**src/rtl/pb_debounce_multi.sv**
```systemverilog
// rtl/pb_debounce_multi.sv - multi-channel pushbutton synchroniser, debouncer, edge and long-press pulses
// Each channel is independent: 2-FF sync, stability counter, registered rise/fall and one hold pulse per press.
module pb_debounce_multi #(
  parameter int N_CH       = 4,
  parameter int CNT_W      = 16,
  parameter int STABLE_CNT = 50000,
  parameter int HOLD_W     = 24,
  parameter int HOLD_CNT   = 10000000,
  parameter bit ACTIVE_LOW = 1'b0
) (
  input  logic            clk,
  input  logic            reset,
  input  logic [N_CH-1:0] pb,
  output logic [N_CH-1:0] db_level,
  output logic [N_CH-1:0] rise,
  output logic [N_CH-1:0] fall,
  output logic [N_CH-1:0] hold_pulse
);

  localparam logic [CNT_W-1:0]  STABLE_LAST = CNT_W'(STABLE_CNT - 1);
  localparam logic [HOLD_W-1:0] HOLD_LAST   = HOLD_W'(HOLD_CNT - 1);

  logic [N_CH-1:0] s_in;
  logic [N_CH-1:0] ff1;
  logic [N_CH-1:0] sync;

  assign s_in = pb ^ {N_CH{ACTIVE_LOW}};

  always_ff @(posedge clk or posedge reset) begin
    if (reset) begin
      ff1  <= '0;
      sync <= '0;
    end else begin
      ff1  <= s_in;
      sync <= ff1;
    end
  end

  for (genvar i = 0; i < N_CH; i++) begin : g_ch
    logic [CNT_W-1:0]  cnt;
    logic [HOLD_W-1:0] hcnt;
    logic              held;
    logic              db_r;
    logic              rise_r;
    logic              fall_r;
    logic              hold_r;

    always_ff @(posedge clk or posedge reset) begin
      if (reset) begin
        cnt    <= '0;
        hcnt   <= '0;
        held   <= 1'b0;
        db_r   <= 1'b0;
        rise_r <= 1'b0;
        fall_r <= 1'b0;
        hold_r <= 1'b0;
      end else begin
        rise_r <= 1'b0;
        fall_r <= 1'b0;
        hold_r <= 1'b0;

        // Any cycle agreeing with the current level restarts the whole window.
        if (sync[i] == db_r) begin
          cnt <= '0;
        end else if (cnt == STABLE_LAST) begin
          db_r   <= sync[i];
          cnt    <= '0;
          rise_r <= sync[i];
          fall_r <= ~sync[i];
        end else begin
          cnt <= cnt + CNT_W'(1);
        end

        // held latches after the pulse so a long press yields only one.
        if (!db_r) begin
          hcnt <= '0;
          held <= 1'b0;
        end else if (!held) begin
          if (hcnt == HOLD_LAST) begin
            hold_r <= 1'b1;
            held   <= 1'b1;
            hcnt   <= '0;
          end else begin
            hcnt <= hcnt + HOLD_W'(1);
          end
        end
      end
    end

    assign db_level[i]   = db_r;
    assign rise[i]       = rise_r;
    assign fall[i]       = fall_r;
    assign hold_pulse[i] = hold_r;
  end

endmodule

```
**config.mk**
```make
export PLATFORM = sky130hd
export DESIGN_NAME = pb_debounce_multi
export DESIGN_NICKNAME = d
export VERILOG_FILES = /design/src/rtl/pb_debounce_multi.sv
export SDC_FILE = /design/constraint.sdc
export NUM_CORES = 1
export LEC_CHECK = 0
export CORE_MARGIN = 1
export CORE_UTILIZATION = 67
export DETAILED_ROUTE_END_ITERATION = 10
export GPL_TIMING_DRIVEN = 0
export PLACE_DENSITY = 0.84
export SYNTH_ARGS = -nofsm -noshare
export SYNTH_HDL_FRONTEND = slang
export SYNTH_SLANG_ARGS = --single-unit
```
**constraint.sdc**
```tcl
create_clock -name clk -period 12.3 [get_ports clk]
set_input_delay 2.46 -clock clk [delete_from_list [all_inputs] [get_ports clk]]
set_output_delay 2.46 -clock clk [all_outputs]
set_load 0.1 [all_outputs]
```
==> results of run 1 <==
-- metrics by stage --
stage | total power, mW | worst slack, ps | util | hold slack [ps]
6_report | 1.226 | 7752 | 0.7663 | 350.6
5_1_grt | 1.262 | 7699 | 0.7663 | 358.8
4_1_cts | 1.233 | 7743 | 0.7663 | 350.4
3_5_place_dp | 0.6627 | 8220 | 0.7220 | 334.7
3_3_place_gp | 0.6609 | 2470 | 0.7195 | 333.6
2_1_floorplan | 0.6537 | 4726 | - | 331.2
-- report_power, final --
part | leakage (nW) | switching [mW] | internal, mW
clock network | 0.290 | 0.243 | 0.333
registers | 2.60 | 0.00362 | 0.623
logic | 1.48 | 0.0178 | 0.00629
total | 4.37 | 0.264 | 0.961
-- kinds of logic after synthesis --
| logic type | synth area share |
|---|---|
| xor gates and xnor gates | 0.07215 |
| AOI/OAI and AO/OA | 0.1112 |
| buffers and inverters | 0.04044 |
| DFF | 0.4905 |
| and+or+nand+nor | 0.2695 |
| adders and majority gates | 0.01044 |
| muxes | 0.005740 |
-- sequential cells by signal, indices dropped and copies added, names as in the netlist --
register     flops
g_ch.rise_r      4
g_ch.hcnt       96
g_ch.hold_r      4
g_ch.db_r        4
g_ch.held        4
g_ch.fall_r      4
g_ch.cnt        64
ff1              4
sync             4
-- final timing paths --
kind | start | to | slack, ps | cells past startpoint
max | g_ch[1].db_r$_DFFE_PP0P_ | db_level[1] | 7750 | 2
min | ff1[2]$_DFF_PP0_ | sync[2]$_DFF_PP0_ | 350 | 0
max reg2reg | g_ch[3].hcnt[0]$_DFFE_PP0P_ | g_ch[3].hcnt[21]$_DFFE_PP0P_ | 9840 | 8
min reg2reg | ff1[2]$_DFF_PP0_ | sync[2]$_DFF_PP0_ | 350 | 0
max in group asynchronous | reset | g_ch[2].hcnt[3]$_DFFE_PP0P_ | 8930 | 3
min in group asynchronous | reset | g_ch[0].cnt[0]$_DFF_PP0_ | 2500 | 2
-- layout by cell type, fill, tap and decap left out, types with 26 or more instances in the layout --
cell,n
a21oi_1,34
a31oi_1,38
and3_1,26
clkbuf_1,26
dfrtp_1,188
inv_1,29
nand2_1,112
nand3_1,65
nand4_1,35
nor2_1,105
nor3_1,31
o21ai_0,40
xnor2_1,54
-- layout make-up --
| class | count | area [sq um] |
|---|---|---|
| timing repair buffer | 22 | 237.7 |
| clock inverter | 12 | 160.2 |
| buffer | 52 | 275.3 |
| fill | 944 | 3257 |
| clock buffer | 20 | 456.7 |
| sequential | 188 | 4705 |
| tap | 180 | 225.2 |
| inverter | 30 | 120.1 |
| multi-input combinational | 751 | 4498 |
-- per-layer routing --
layer	up-vias	GRT usage	wire length, um
li1	3724	-	-
met1	3779	0.3956	9026
met2	255	0.4801	9924
met3	40	0.06039	967
met4	0	0.1088	344
met5	-	0	0
==> flow_metrics.env, run 1 <==
export IMPL_dp_cells=1223
export IMPL_numCtsBuffers=17
export IMPL_vias=7798
export IMPL_fp_dieArea_sq_um=14800
export IMPL_powerDensity_nw_per_um2=114.8
export IMPL_die_w_um=121.6
export IMPL_synth_top_area_share=0.4905
export IMPL_hold_path_class="flip-flop to flip-flop"
export IMPL_synth_seq_cells=188
export IMPL_path_cells="buf_4 > clkdlybuf4s50_1"
export IMPL_yosys_most_used_dff="dfrtp_1"
export IMPL_place_area_sq_um=10060
export IMPL_setup_viol=0
export IMPL_yosysWarnings=0
export IMPL_drc=0
export IMPL_synthArstFlopShare=1.000
export IMPL_grt_pass1_vias=7507
export IMPL_port_buffers=21
export IMPL_areaGrowthSynthToFinish_pct=11.34
export IMPL_die_h_um=121.6
export IMPL_cts_root_to_sink_buffers=2
export IMPL_cts_tree="done"
export IMPL_nets=1076
export IMPL_critical_path_buf_inv_count=2
export IMPL_cp_start_kind="flip-flop"
export IMPL_outcome="completed"
export IMPL_rows=43
export IMPL_crit_path_top_delay_cell="clkdlybuf4s50_1"
export IMPL_syn_inst=1021
export IMPL_clk_latency_ps=450
export IMPL_synth_common_cells="dfrtp_1 (188), nand2_1 (112), nor2_1 (105), nand3_1 (65), xnor2_1 (54)"
export IMPL_worstSetupPathType="flip-flop to output pin"
export IMPL_cts_setup_buffers=0
export IMPL_start_util=0.6882
export IMPL_wirelength_um=20260
export IMPL_synth_top_cell_by_area="dfrtp_1"
export IMPL_synth_most_common_cell="dfrtp_1"
export IMPL_cp_max_fo=4
export IMPL_wl_per_cell_um=16.15
export IMPL_min_period_ps=4548
export IMPL_rsz0062_at_grt="false"
export IMPL_drv_cap=0
export IMPL_ir_worst_vdd_mv=0.1040
export IMPL_max_stage_delay_ps=1110
export IMPL_io_pin_count=22
export IMPL_drt_iter0_drc=635
export IMPL_seq_area_frac_synth=0.4905
export IMPL_crit_path_end_kind="output pin"
export IMPL_hpwl_um=12860
export IMPL_fmax_mhz=219.9
export IMPL_grt_max_degree=96
export IMPL_netlist_area_sq_um=9590
export IMPL_post_cts_resized=0
export IMPL_relSlewSlack=0.3431
export IMPL_synth_distinct_cells=64
export IMPL_design_area_sq_um=10680
export IMPL_p_leak_nw=4.366
export IMPL_stdcell_count=1255
export IMPL_core_sq_um=13930
export IMPL_required_ps=9840
export IMPL_via_per_inst=6.214
export IMPL_cts_sinks=188
export IMPL_synth_avg_cell_area_sq_um=9.393
export IMPL_synthTopCellsByArea="dfrtp_1 (49%), xnor2_1 (4.9%), nand2_1 (4.4%), nor2_1 (4.1%), nand3_1 (3.4%)"
export IMPL_final_antenna_net_count=0
export IMPL_path_delay_family="buffers and inverters"
export IMPL_arrival_ps=2090
export IMPL_tightestPinTransition_ps=982.3
export IMPL_grt_overflow=0
export IMPL_root_buffer="clkbuf_16"
export IMPL_synth_nets=1035
export IMPL_gr_usage_all_layers=0.2962
export IMPL_finalClockSkew_ps=9.032
export IMPL_firstDrtPassIters=6
export IMPL_slew_violations=0
export IMPL_ctsHoldBuffers=0
export IMPL_antenna_found_initial=0
export IMPL_finalHoldViolCount=0
export IMPL_gp_congestion=0.8934
export IMPL_diodes=0
export IMPL_drive_gt1_frac=0.07721
export IMPL_clk_pin_slew_ps=70
export IMPL_tns_ps=0
export IMPL_period_share=0.3698
export IMPL_cts_max_level=4
export IMPL_grt_pass1_wl_um=34770
export IMPL_synth_edff_count=0
Power figures use the tool's default switching activity.
==> run 2: changes to the inputs <==
CORE_UTILIZATION = 62   (was 67)
PLACE_DENSITY = 0.79   (was 0.84)
clock period = 4.3 ns   (was 12.3 ns; I/O delays follow)
==> run 2 against run 1 <==
  * Non-clock buffer count up 3
  * Register-to-register slack lost 8000 ps
  * Routed wire length decreased by 4.3%
  * Clock power rose to 2.9 times the previous value
  * Global-route usage is 3.6 points lower
  * Die area rose by 7.9%
  * Design area rose by 0.65%
  * Power rose to 2.9 times the previous value
  * First-iteration DRC count is 19% lower
  * Sequential power increased to 2.9 times the previous value
  * Largest cell class unchanged
  * Highest routed layer unchanged
==> flow_metrics.env, run 2 (synthesized netlist as in run 1, its figures left out) <==
export IMPL_outcome="completed"
export IMPL_place_area_sq_um=10120
export IMPL_hold_path_class="flip-flop to flip-flop"
export IMPL_p_seq_frac=0.508
export IMPL_root_buffer="clkbuf_16"
export IMPL_r2r_end="g_ch[3].hcnt[7]$_DFFE_PP0P_"
export IMPL_finalClockSkew_ps=8.423
export IMPL_gr_usage_all_layers=0.2603
export IMPL_wirelength_um=19380
export IMPL_cts_max_level=4
export IMPL_multi_input_area_sq_um=4498
export IMPL_final_antenna_net_count=0
export IMPL_reg_largest_list="g_ch.hcnt: 96 flops, g_ch.cnt: 64 flops"
export IMPL_design_area_sq_um=10750
export IMPL_finalHoldViolCount=0
export IMPL_hold_slack_ps=351.0
export IMPL_p_int_mw=2.806
export IMPL_vias=7631
export IMPL_grt_pass1_wl_um=33470
export IMPL_core_sq_um=15150
export IMPL_grt_pass1_vias=7086
export IMPL_clk_pin_slew_ps=60
export IMPL_via_per_inst=6.028
export IMPL_nets=1079
export IMPL_io_pin_count=22
export IMPL_rsz0062_at_grt="false"
export IMPL_antenna_found_initial=0
export IMPL_r2r_cells=8
export IMPL_p_leak_nw=4.406
export IMPL_worstHoldStart="ff1[2]$_DFF_PP0_"
export IMPL_port_buffers=21
export IMPL_powerDensity_nw_per_um2=328.2
export IMPL_drt_iter0_drc=513
export IMPL_drive_gt1_frac=0.07885
export IMPL_cts_setup_buffers=0
export IMPL_fp_dieArea_sq_um=15970
export IMPL_final_common_cell="dfrtp_1"
export IMPL_die_h_um=126.4
export IMPL_clock_power_share=0.471
export IMPL_setup_viol=0
export IMPL_crit_path_end_kind="output pin"
export IMPL_largest_reg_flops=96
export IMPL_numCtsBuffers=17
export IMPL_p_sw_frac=0.2043
export IMPL_hpwl_um=12890
export IMPL_cp_start_kind="flip-flop"
export IMPL_tightestPinTransition_ps=969.8
export IMPL_ir_worst_vdd_mv=0.2841
export IMPL_slew_violations=0
export IMPL_start_util=0.6332
export IMPL_post_cts_resized=0
export IMPL_wl_per_cell_um=15.31
export IMPL_drc=0
export IMPL_cp_max_fo=4
export IMPL_die_w_um=126.4
export IMPL_worstSetupPathType="flip-flop to output pin"
export IMPL_mostFrequentLayoutCells="dfrtp_1 (188), nand2_1 (112), nor2_1 (105)"
export IMPL_rows=45
export IMPL_cts_root_to_sink_buffers=2
export IMPL_grt_overflow=0
export IMPL_top_register="g_ch.hcnt"
export IMPL_total_power_mw=3.527
export IMPL_drv_cap=0
export IMPL_fmax_mhz=338.8
export IMPL_p_switching_uw=720.6
export IMPL_cts_sinks=188
export IMPL_min_period_ps=2951
export IMPL_pwr_share_comb=0.021
export IMPL_tns_ps=0
export IMPL_whs_path_depth=0
export IMPL_rr_startpoint="g_ch[3].hcnt[0]$_DFFE_PP0P_"
export IMPL_gp_congestion=0.9495
export IMPL_cts_tree="done"
export IMPL_arrival_ps=2090
export IMPL_period_share=0.6863
export IMPL_ff2ff_setup_slack_ps=1850
export IMPL_grt_max_degree=44
export IMPL_relSlewSlack=0.3514
export IMPL_ctsHoldBuffers=0
export IMPL_num_fill_cells=1119
export IMPL_diodes=0
export IMPL_firstDrtPassIters=4
export IMPL_areaGrowthSynthToFinish_pct=12.06
export IMPL_register_area_sq_um=4705
export IMPL_clk_latency_ps=440
export IMPL_min_delay_worst_endpoint="sync[2]$_DFF_PP0_"
export IMPL_required_ps=3440
==> run 2: cell types whose count changed in the layout (fill, tap and decap cells not counted), moves of 3 or more <==
cell / previous run / this run
buf_12: 0 / 4
inv_6: 4 / 0
clkinv_2: 1 / 4
clkinv_4: 0 / 3
clkinvlp_4: 4 / 1
==> run 2: worst max-delay path, stage by stage, from the launching register on <==
cell and delay, ps:
dfrtp_1 420, buf_4 130, clkdlybuf4s50_1 1110
==> run 2: through the flow <==
step,instances,setup slack (ps),utilization
finish,1266,1349,0.7095
global route,1266,1321,0.7095
CTS,1266,1335,0.7095
detailed placement,1234,1803,0.6682
global placement,1230,-448.5,0.6629
floorplan,1021,1020,-
==> run 2: final cells by class <==
| class | instances | share of cell area |
|---|---|---|
| Inverter | 30 | 0.01083 |
| Multi-Input combinational cell | 751 | 0.4186 |
| Timing Repair Buffer | 25 | 0.02701 |
| Clock buffer | 21 | 0.04285 |
| Tap cell | 188 | 0.02189 |
| Sequential cell | 188 | 0.4378 |
| Buffer | 52 | 0.02561 |
| Clock inverter | 11 | 0.01548 |
==> run 2: power by group through the flow <==
stage / Combinational, mW / Sequential (mW) / Clock (mW)
6_report: 0.0748 / 1.79 / 1.66
5_1_grt: 0.0888 / 1.79 / 1.76
4_1_cts: 0.0784 / 1.79 / 1.68
3_5_place_dp: 0.0774 / 1.82 / 0
3_3_place_gp: 0.0675 / 1.83 / 0
2_1_floorplan: 0.0478 / 1.82 / 0
==> run 2: worst max-delay path by stage <==
stage                              from                         to  slack, ps  cells past startpoint
4_1_cts        g_ch[1].db_r$_DFFE_PP0P_                db_level[1]       1340                      2
6_report       g_ch[1].db_r$_DFFE_PP0P_                db_level[1]       1350                      2
5_1_grt        g_ch[1].db_r$_DFFE_PP0P_                db_level[1]       1320                      2
3_3_place_gp                      reset  g_ch[1].cnt[13]$_DFF_PP0_       -450                      2
3_5_place_dp   g_ch[1].db_r$_DFFE_PP0P_                db_level[1]       1800                      2
2_1_floorplan                     reset           ff1[0]$_DFF_PP0_       1020                      1
==> run 2: per-layer routing <==
metal / routed length (um) / GRT usage
met1: 9071 / 0.3627
met2: 9242 / 0.4140
met3: 823 / 0.05399
met4: 245 / 0.07867
met5: 0 / 0
==> run 3: changes to the inputs <==
CORE_UTILIZATION = 56   (was 62)
PLACE_DENSITY = 0.75   (was 0.79)
clock period = 2.6 ns   (was 4.3 ns; I/O delays follow)
==> run 3 against run 2 <==
  * Utilization shrank 6.0 points
  * Count of clock-buffer cells in the layout is 1 higher
  * Final cell count grew 2.5%
  * First-iteration DRC count grew 31%
  * Power increased by 64%
  * Design area up 0.51%
  * Combinational power up 68%
  * Sequential share of layout area fell by 0.22 points
  * Routed wire length grew 1.5%
  * Clock skew up 2.5 ps
  * Die area rose by 11%
  * Critical endpoint is now db_level[2]
  * Largest cell class unchanged
  * Highest routed layer unchanged
==> flow_metrics.env, run 3 (synthesized netlist as in run 1, its figures left out) <==
export IMPL_outcome="completed"
export IMPL_root_buffer="clkbuf_16"
export IMPL_stdcell_count=1298
export IMPL_numCtsBuffers=17
export IMPL_top_register="g_ch.hcnt"
export IMPL_final_common_cell="dfrtp_1"
export IMPL_multi_input_area_sq_um=4512
export IMPL_via_per_inst=5.861
export IMPL_design_area_sq_um=10800
export IMPL_wirelength_um=19680
export IMPL_cts_root_to_sink_buffers=2
export IMPL_io_pin_count=22
export IMPL_rr_startpoint="g_ch[2].hcnt[7]$_DFFE_PP0P_"
export IMPL_pre_cts_ws_ps=213.9
export IMPL_critPathLaunch="g_ch[2].db_r$_DFFE_PP0P_"
export IMPL_finalClockSkew_ps=10.88
export IMPL_nets=1080
export IMPL_grt_use_met2=0.3685
export IMPL_setup_ws_ps=69.07
export IMPL_rsz0062_at_grt="false"
export IMPL_fp_dieArea_sq_um=17650
export IMPL_grt_use_met3=0.04674
export IMPL_wl_per_cell_um=15.16
export IMPL_largest_reg_flops=96
export IMPL_grt_use_met1=0.3338
export IMPL_grt_busiest_layer="met2"
export IMPL_fmax_mhz=395.1
export IMPL_grt_pass1_vias=7184
export IMPL_gp_congestion=0.9035
export IMPL_rows=47
export IMPL_finalHoldViolCount=0
export IMPL_place_area_sq_um=10180
export IMPL_dp_cells=1267
export IMPL_hpwl_um=13080
export IMPL_setup_viol=0
export IMPL_die_w_um=132.9
export IMPL_slew_violations=0
export IMPL_clk_latency_ps=430
export IMPL_firstDrtPassIters=5
export IMPL_powerDensity_nw_per_um2=534.4
export IMPL_arrival_ps=2010
export IMPL_cts_tree="done"
export IMPL_mostFrequentLayoutCells="dfrtp_1 (188), nand2_1 (112), nor2_1 (105)"
export IMPL_num_fill_cells=1318
export IMPL_relSlewSlack=0.3498
export IMPL_drt_iter0_drc=673
export IMPL_drive_gt1_frac=0.07978
export IMPL_cts_sinks=188
export IMPL_antenna_found_initial=0
export IMPL_worstSetupPathType="flip-flop to output pin"
export IMPL_register_area_sq_um=4705
export IMPL_period_share=0.9734
export IMPL_ir_worst_vdd_mv=0.4794
export IMPL_worstHoldStart="ff1[3]$_DFF_PP0_"
export IMPL_core_sq_um=16640
export IMPL_grt_pass1_wl_um=34200
export IMPL_required_ps=2080
export IMPL_cp_max_fo=2
export IMPL_port_buffers=21
export IMPL_cp_start_kind="flip-flop"
export IMPL_die_h_um=132.9
export IMPL_crit_path_end_kind="output pin"
export IMPL_hold_path_class="flip-flop to flip-flop"
export IMPL_tightestPinTransition_ps=972.2
export IMPL_tns_ps=0
export IMPL_start_util=0.5763
export IMPL_grt_max_degree=43
export IMPL_drc=0
export IMPL_final_antenna_net_count=0
export IMPL_hold_slack_ps=351.2
export IMPL_gr_usage_all_layers=0.2351
export IMPL_cts_setup_buffers=0
export IMPL_grt_overflow=0
export IMPL_clk_pin_slew_ps=70
export IMPL_p_leak_nw=4.415
export IMPL_post_route_util=0.6490
export IMPL_drv_cap=0
export IMPL_min_period_ps=2531
export IMPL_total_power_mw=5.772
export IMPL_reg_largest_list="g_ch.hcnt: 96 flops, g_ch.cnt: 64 flops"
export IMPL_diodes=0
export IMPL_cts_max_level=4
export IMPL_areaGrowthSynthToFinish_pct=12.63
export IMPL_vias=7608
-- run 3: worst paths after layout --
| check | slack (ps) | cells past startpoint | end |
|---|---|---|---|
| min in group asynchronous | 480 | 2 | g_ch[0].cnt[6]$_DFF_PP0_ |
| setup / recovery | 70 | 2 | db_level[2] |
| hold / removal | 350 | 0 | sync[3]$_DFF_PP0_ |
| max in group asynchronous | 1290 | 4 | sync[3]$_DFF_PP0_ |
| hold reg to reg | 350 | 0 | sync[3]$_DFF_PP0_ |
| setup reg to reg | 200 | 7 | g_ch[2].hcnt[5]$_DFFE_PP0P_ |
-- run 3: layout make-up --
cell class                 count  area share
timing repair buffer          26     0.02861
tap                          220     0.02548
inverter                      30     0.01077
sequential                   188      0.4355
buffer                        52     0.02548
clock inverter                 9     0.01251
clock buffer                  22     0.04390
multi-input combinational    751      0.4177
-- run 3: worst max-delay path: stages, from the launching register on --
cell and delay, ps:
dfrtp_1 350, buf_4 110, clkdlybuf4s50_1 1120
-- run 3: timing repair --
item,in CTS,in global routing
setup endpoints to repair,1,29
resized for setup,1,2
hold buffers,0,0
-- run 3: report_power, final --
part	internal (mW)	leakage (nW)	switching, mW
Sequential	2.95	2.60	0.0173
Clock	1.59	0.289	1.09
Combinational	0.0400	1.53	0.0858
Total	4.57	4.42	1.20
-- run 3: metal layers --
layer  vias to the layer above  wire (um)
li1                       3723          -
met1                      3715       9516
met2                       156       9270
met5                         -          0
met4                         0        157
met3                        14        738
==> variant 1 (flow settings as in run 2) <==
Reset style: synchronous (`reset`), changed in 2 clocked blocks.
--- a/src/rtl/pb_debounce_multi.sv
+++ b/src/rtl/pb_debounce_multi.sv
@@ -28,3 +28,3 @@
 
-  always_ff @(posedge clk or posedge reset) begin
+  always_ff @(posedge clk) begin
     if (reset) begin
@@ -47,3 +47,3 @@
 
-    always_ff @(posedge clk or posedge reset) begin
+    always_ff @(posedge clk) begin
       if (reset) begin
Function: same outputs for any inputs over 10 cycles, from zero or initial values and one cycle with reset high; that may be too few to reach the edited logic, so the function may still have changed.
==> variant 1 against run 2 <==
- synthesized area fell by 15%
- highest routed layer unchanged
- fmax shrank 3.3%
- design area shrank 15%
- critical path depth did not move
- critical path type unchanged
- first-iteration DRC count decreased by 32%
- wire length is 28% lower
- worst setup slack lost 100 ps
- critical endpoint is now db_level[2]
- worst hold slack improved by 86 ps
- sequential cell count stayed put
- count of clock-buffer cells in the layout is the same
Power is not compared: it rests on default switching activity, and its combinational part moved more than twofold at a synthesized area within 25%.
==> variant 1: results (changes against run 2) <==
metric,value,unit,change
timing.rr.end,g_ch[2].hcnt[22],,was g_ch[3].hcnt[7]
grt_pass1_vias,5500,,"was 7,086"
wl,13940,um,"was 19,380 um"
r2r_slack,2330,ps,was 1850 ps
reg_top3,"g_ch.hcnt (96), g_ch.cnt (64)",,unchanged
ys_warn_count,0,,unchanged
p_sw_share,19.37,%,
cts_buffer_depth,2,,unchanged
wirelength_met1,6971,um,was 9071 um
synth_adder_area_share,1.231,%,was 1.044%
min_path_type,register to register,,unchanged
min-delay-start,ff1[3],,was ff1[2]
hold-path-endpoint,sync[3],,was sync[2]
placed_cell_area,8557,um2,"was 10,120 um2"
drive_gt1_share,7.534,%,was 7.885%
grt.busiest_layer,met2,,unchanged
fill_cells,995,,"was 1,119"
grt_use_met2,36.65,%,was 41.40%
dr_wl_met3,368,um,was 823 um
holdWs,437.1,ps,was 351.0 ps
seq_area_frac_synth,46.28,%,was 49.05%
synth_cell_type_count,48,,was 64
crit_path_max_fanout,6,,was 4
initialDrtViolationCount,350,,was 513
synth_common_cells,"188 x dfxtp_1, 187 x nor2_1, 84 x xor2_1",,"was 188 x dfrtp_1, 112 x nand2_1, 105 x nor2_1"
status,completed,,unchanged
cp_data_required_time,3440,ps,about the same
synth-xor-area-share,15.83,%,was 7.215%
tightest_slew,970.9,ps,was 969.8 ps
dp_hpwl,9743,um,"was 12,890 um"
pre_cts_slack,1438,ps,was 1803 ps
grt_pass1_wl,23980,um,"was 33,470 um"
place.gp.congestion,0.7896,,was 0.9495
worstReg2RegStart,g_ch[2].hcnt[19],,was g_ch[3].hcnt[0]
io_buffer_count,21,,unchanged
use_met3,5.605,%,was 5.399%
met1_usage,28.69,%,was 36.27%
synth_compound_area_share,1.662,%,was 11.12%
synth_area_leaders,"dfxtp_1 46%, xor2_1 9.0%, nor2_1 8.6%",,"was dfrtp_1 49%, xnor2_1 4.9%, nand2_1 4.4%"
worst_clock_skew,7.500,ps,was 8.423 ps
ff2ff_path_depth,6,,was 8
firstDrtPassIters,5,,was 4
final_nets,970,,"was 1,079"
synth_area_per_cell,8.877,um2,was 9.393 um2
post_cts_resize_count,0,,unchanged
vias_per_cell,5.268,,was 6.028
grt_max_degree,17,,was 44
synthArstFlopShare,0,%,was 100.0%
insertion_delay,420,ps,was 440 ps
worstHoldPathCells,1,,was 0
synthesis.nets,930,,"was 1,035"
synth.area.mux_share,0.2462,%,was 0.5740%
dp_cells,1109,,"was 1,234"
gr-usage-all-layers,22.34,%,was 26.03%
wire_per_inst,12.22,um,was 15.31 um
post_cts_buffers,0,,unchanged
wl_met2,6465,um,was 9242 um
==> variant 1: cell count changes in the layout (fill, tap and decap cells not counted), sizes merged, moves of 17 or more <==
cell,delta
dfxtp,+188
dfrtp,-188
xor2,+59
nand2,-42
o21ai,-35
a31oi,-38
nor2,+83
a21oi,-27
clkbuf,-17
==> variant 1: final cells by class <==
cell class	count	area (um2)	area share, %
clock inverter	11	142.6	1.557
buffer	35	215.2	2.349
multi-input combinational	676	4089	44.64
timing repair buffer	21	210.2	2.295
inverter	17	63.81	0.6966
tap	172	215.2	2.349
sequential	188	3764	41.09
clock buffer	21	460.4	5.027
==> variant 1: worst max-delay path by stage <==
stage            startpoint               to  slack (ps)  cells past startpoint
2_1_floorplan         reset  g_ch[2].cnt[10]        2540                      5
3_3_place_gp          reset  g_ch[2].cnt[14]        1460                      6
3_5_place_dp          reset   g_ch[2].cnt[7]        1440                      6
4_1_cts        g_ch[2].db_r      db_level[2]        1230                      2
5_1_grt        g_ch[2].db_r      db_level[2]        1200                      2
6_report       g_ch[2].db_r      db_level[2]        1250                      2
==> variant 1: power by group through the flow <==
stage / Clock [mW] / Combinational (mW) / Sequential (mW)
6_report: 1.58 / 0.0214 / 1.75
5_1_grt: 1.69 / 0.0239 / 1.75
4_1_cts: 1.61 / 0.0218 / 1.75
3_5_place_dp: 0 / 0.0212 / 1.79
3_3_place_gp: 0 / 0.0211 / 1.79
2_1_floorplan: 0 / 0.0119 / 1.79
==> variant 1: critical path: stages (launching register included) <==
cell,delay [ps]
dfxtp_1,490
buf_4,160
clkdlybuf4s50_1,1110
==> variant 1: cell families after synthesis <==
logic type                 count (synthesis)
xor gates and xnor gates                 147
and+or+nand+nor                          497
DFF                                      188
muxes                                      2
buffers and inverters                     52
adders and majority gates                  8
AOI/OAI and AO/OA                         22
==> variant 2 (settings of run 2) <==
Made on the original files. Change the parameter `CNT_W` from 16 to 20.
--- a/src/rtl/pb_debounce_multi.sv
+++ b/src/rtl/pb_debounce_multi.sv
@@ -4,3 +4,3 @@
   parameter int N_CH       = 4,
-  parameter int CNT_W      = 16,
+  parameter int CNT_W      = 20,
   parameter int STABLE_CNT = 50000,
Check against the original RTL: same outputs for any inputs over 10 cycles, from zero or initial values and one cycle with reset high; that may be too few to reach the edited logic, so the function may still have changed.
==> variant 2 against run 2 <==
- wire length rose by 11%
- synthesized area increased by 8.9%
- largest power group is now clock
- power increased by 19%
- non-clock buffer count is 10 higher
- critical path depth did not move
- critical endpoint is now db_level[2]
- critical path type unchanged
- sequential cell count increased by 16
- largest cell class unchanged
- worst setup slack lost 110 ps
- highest routed layer unchanged
- cell count is 10% higher
- design area is 11% higher
==> variant 2: results (changes against run 2) <==
metric,value,unit,change
status,completed,,unchanged
synthesis.nets,1120,,"was 1,035"
fill_cells,1166,,"was 1,119"
ff2ff_path_depth,6,,was 8
post-route-util,71.89,%,was 70.95%
wirelength_met1,9798,um,was 9071 um
synth_common_cells,"204 x dfrtp_1, 121 x nor2_1, 108 x nand2_1",,"was 188 x dfrtp_1, 112 x nand2_1, 105 x nor2_1"
holdWs,352.8,ps,was 351.0 ps
reg_top3,"g_ch.hcnt (96), g_ch.cnt (80)",,"was g_ch.hcnt (96), g_ch.cnt (64)"
wl_met2,10370,um,was 9242 um
p_leak,4.909,nW,was 4.406 nW
hold-path-endpoint,sync[0],,was sync[2]
synth_compound_area_share,9.682,%,was 11.12%
dp_hpwl,14580,um,"was 12,890 um"
dr_wl_met3,883,um,was 823 um
crit_path_max_fanout,6,,was 4
fin_cells,1393,,"was 1,266"
worst_clock_skew,10.57,ps,was 8.423 ps
wire_per_inst,15.48,um,was 15.31 um
insertion_delay,500,ps,was 440 ps
grt_max_degree,45,,was 44
cp.arrival,2200,ps,was 2090 ps
initialDrtViolationCount,535,,was 513
min-delay-start,ff1[0],,was ff1[2]
timing.rr.end,g_ch[0].hcnt[22],,was g_ch[3].hcnt[7]
gr-usage-all-layers,25.85,%,was 26.03%
drive_gt1_share,8.440,%,was 7.885%
seq_area_frac_synth,48.89,%,was 49.05%
## variant 2: where the power goes
part	total [mW]	switching [mW]	internal [mW]
logic	0.0841	0.0581	0.0260
clock network	2.16	0.760	1.40
registers	1.95	0.0126	1.93
total	4.19	0.831	3.36
## variant 2: worst max path at each step
| stage | endpoint | slack (ps) |
|---|---|---|
| finish | db_level[2] | 1240 |
| global route | db_level[2] | 1170 |
| CTS | db_level[2] | 1230 |
| detailed placement | db_level[2] | 1760 |
| global placement | g_ch[2].hcnt[22] | -710 |
| floorplan | ff1[0] | 800 |
## variant 2: layout make-up
cell class	instances	area share, %
Sequential cell	204	42.97
Multi-Input combinational cell	816	41.24
Clock buffer	33	5.751
Buffer	61	2.897
Timing Repair Buffer	26	2.612
Tap cell	220	2.317
Clock inverter	8	1.390
Inverter	25	0.8216
## variant 2: layer usage
| layer | GRT usage (%) | vias up |
|---|---|---|
| li1 | - | 4051 |
| met1 | 35.64 | 4122 |
| met2 | 42.83 | 207 |
| met3 | 3.691 | 37 |
| met4 | 7.494 | 0 |
| met5 | 0 | - |
## variant 2: logic make-up after synthesis
family	count (synthesis)
DFF	204
buffers and inverters	86
and+or+nand+nor	543
AOI/OAI and AO/OA	163
adders and majority gates	8
muxes	12
xor gates and xnor gates	90
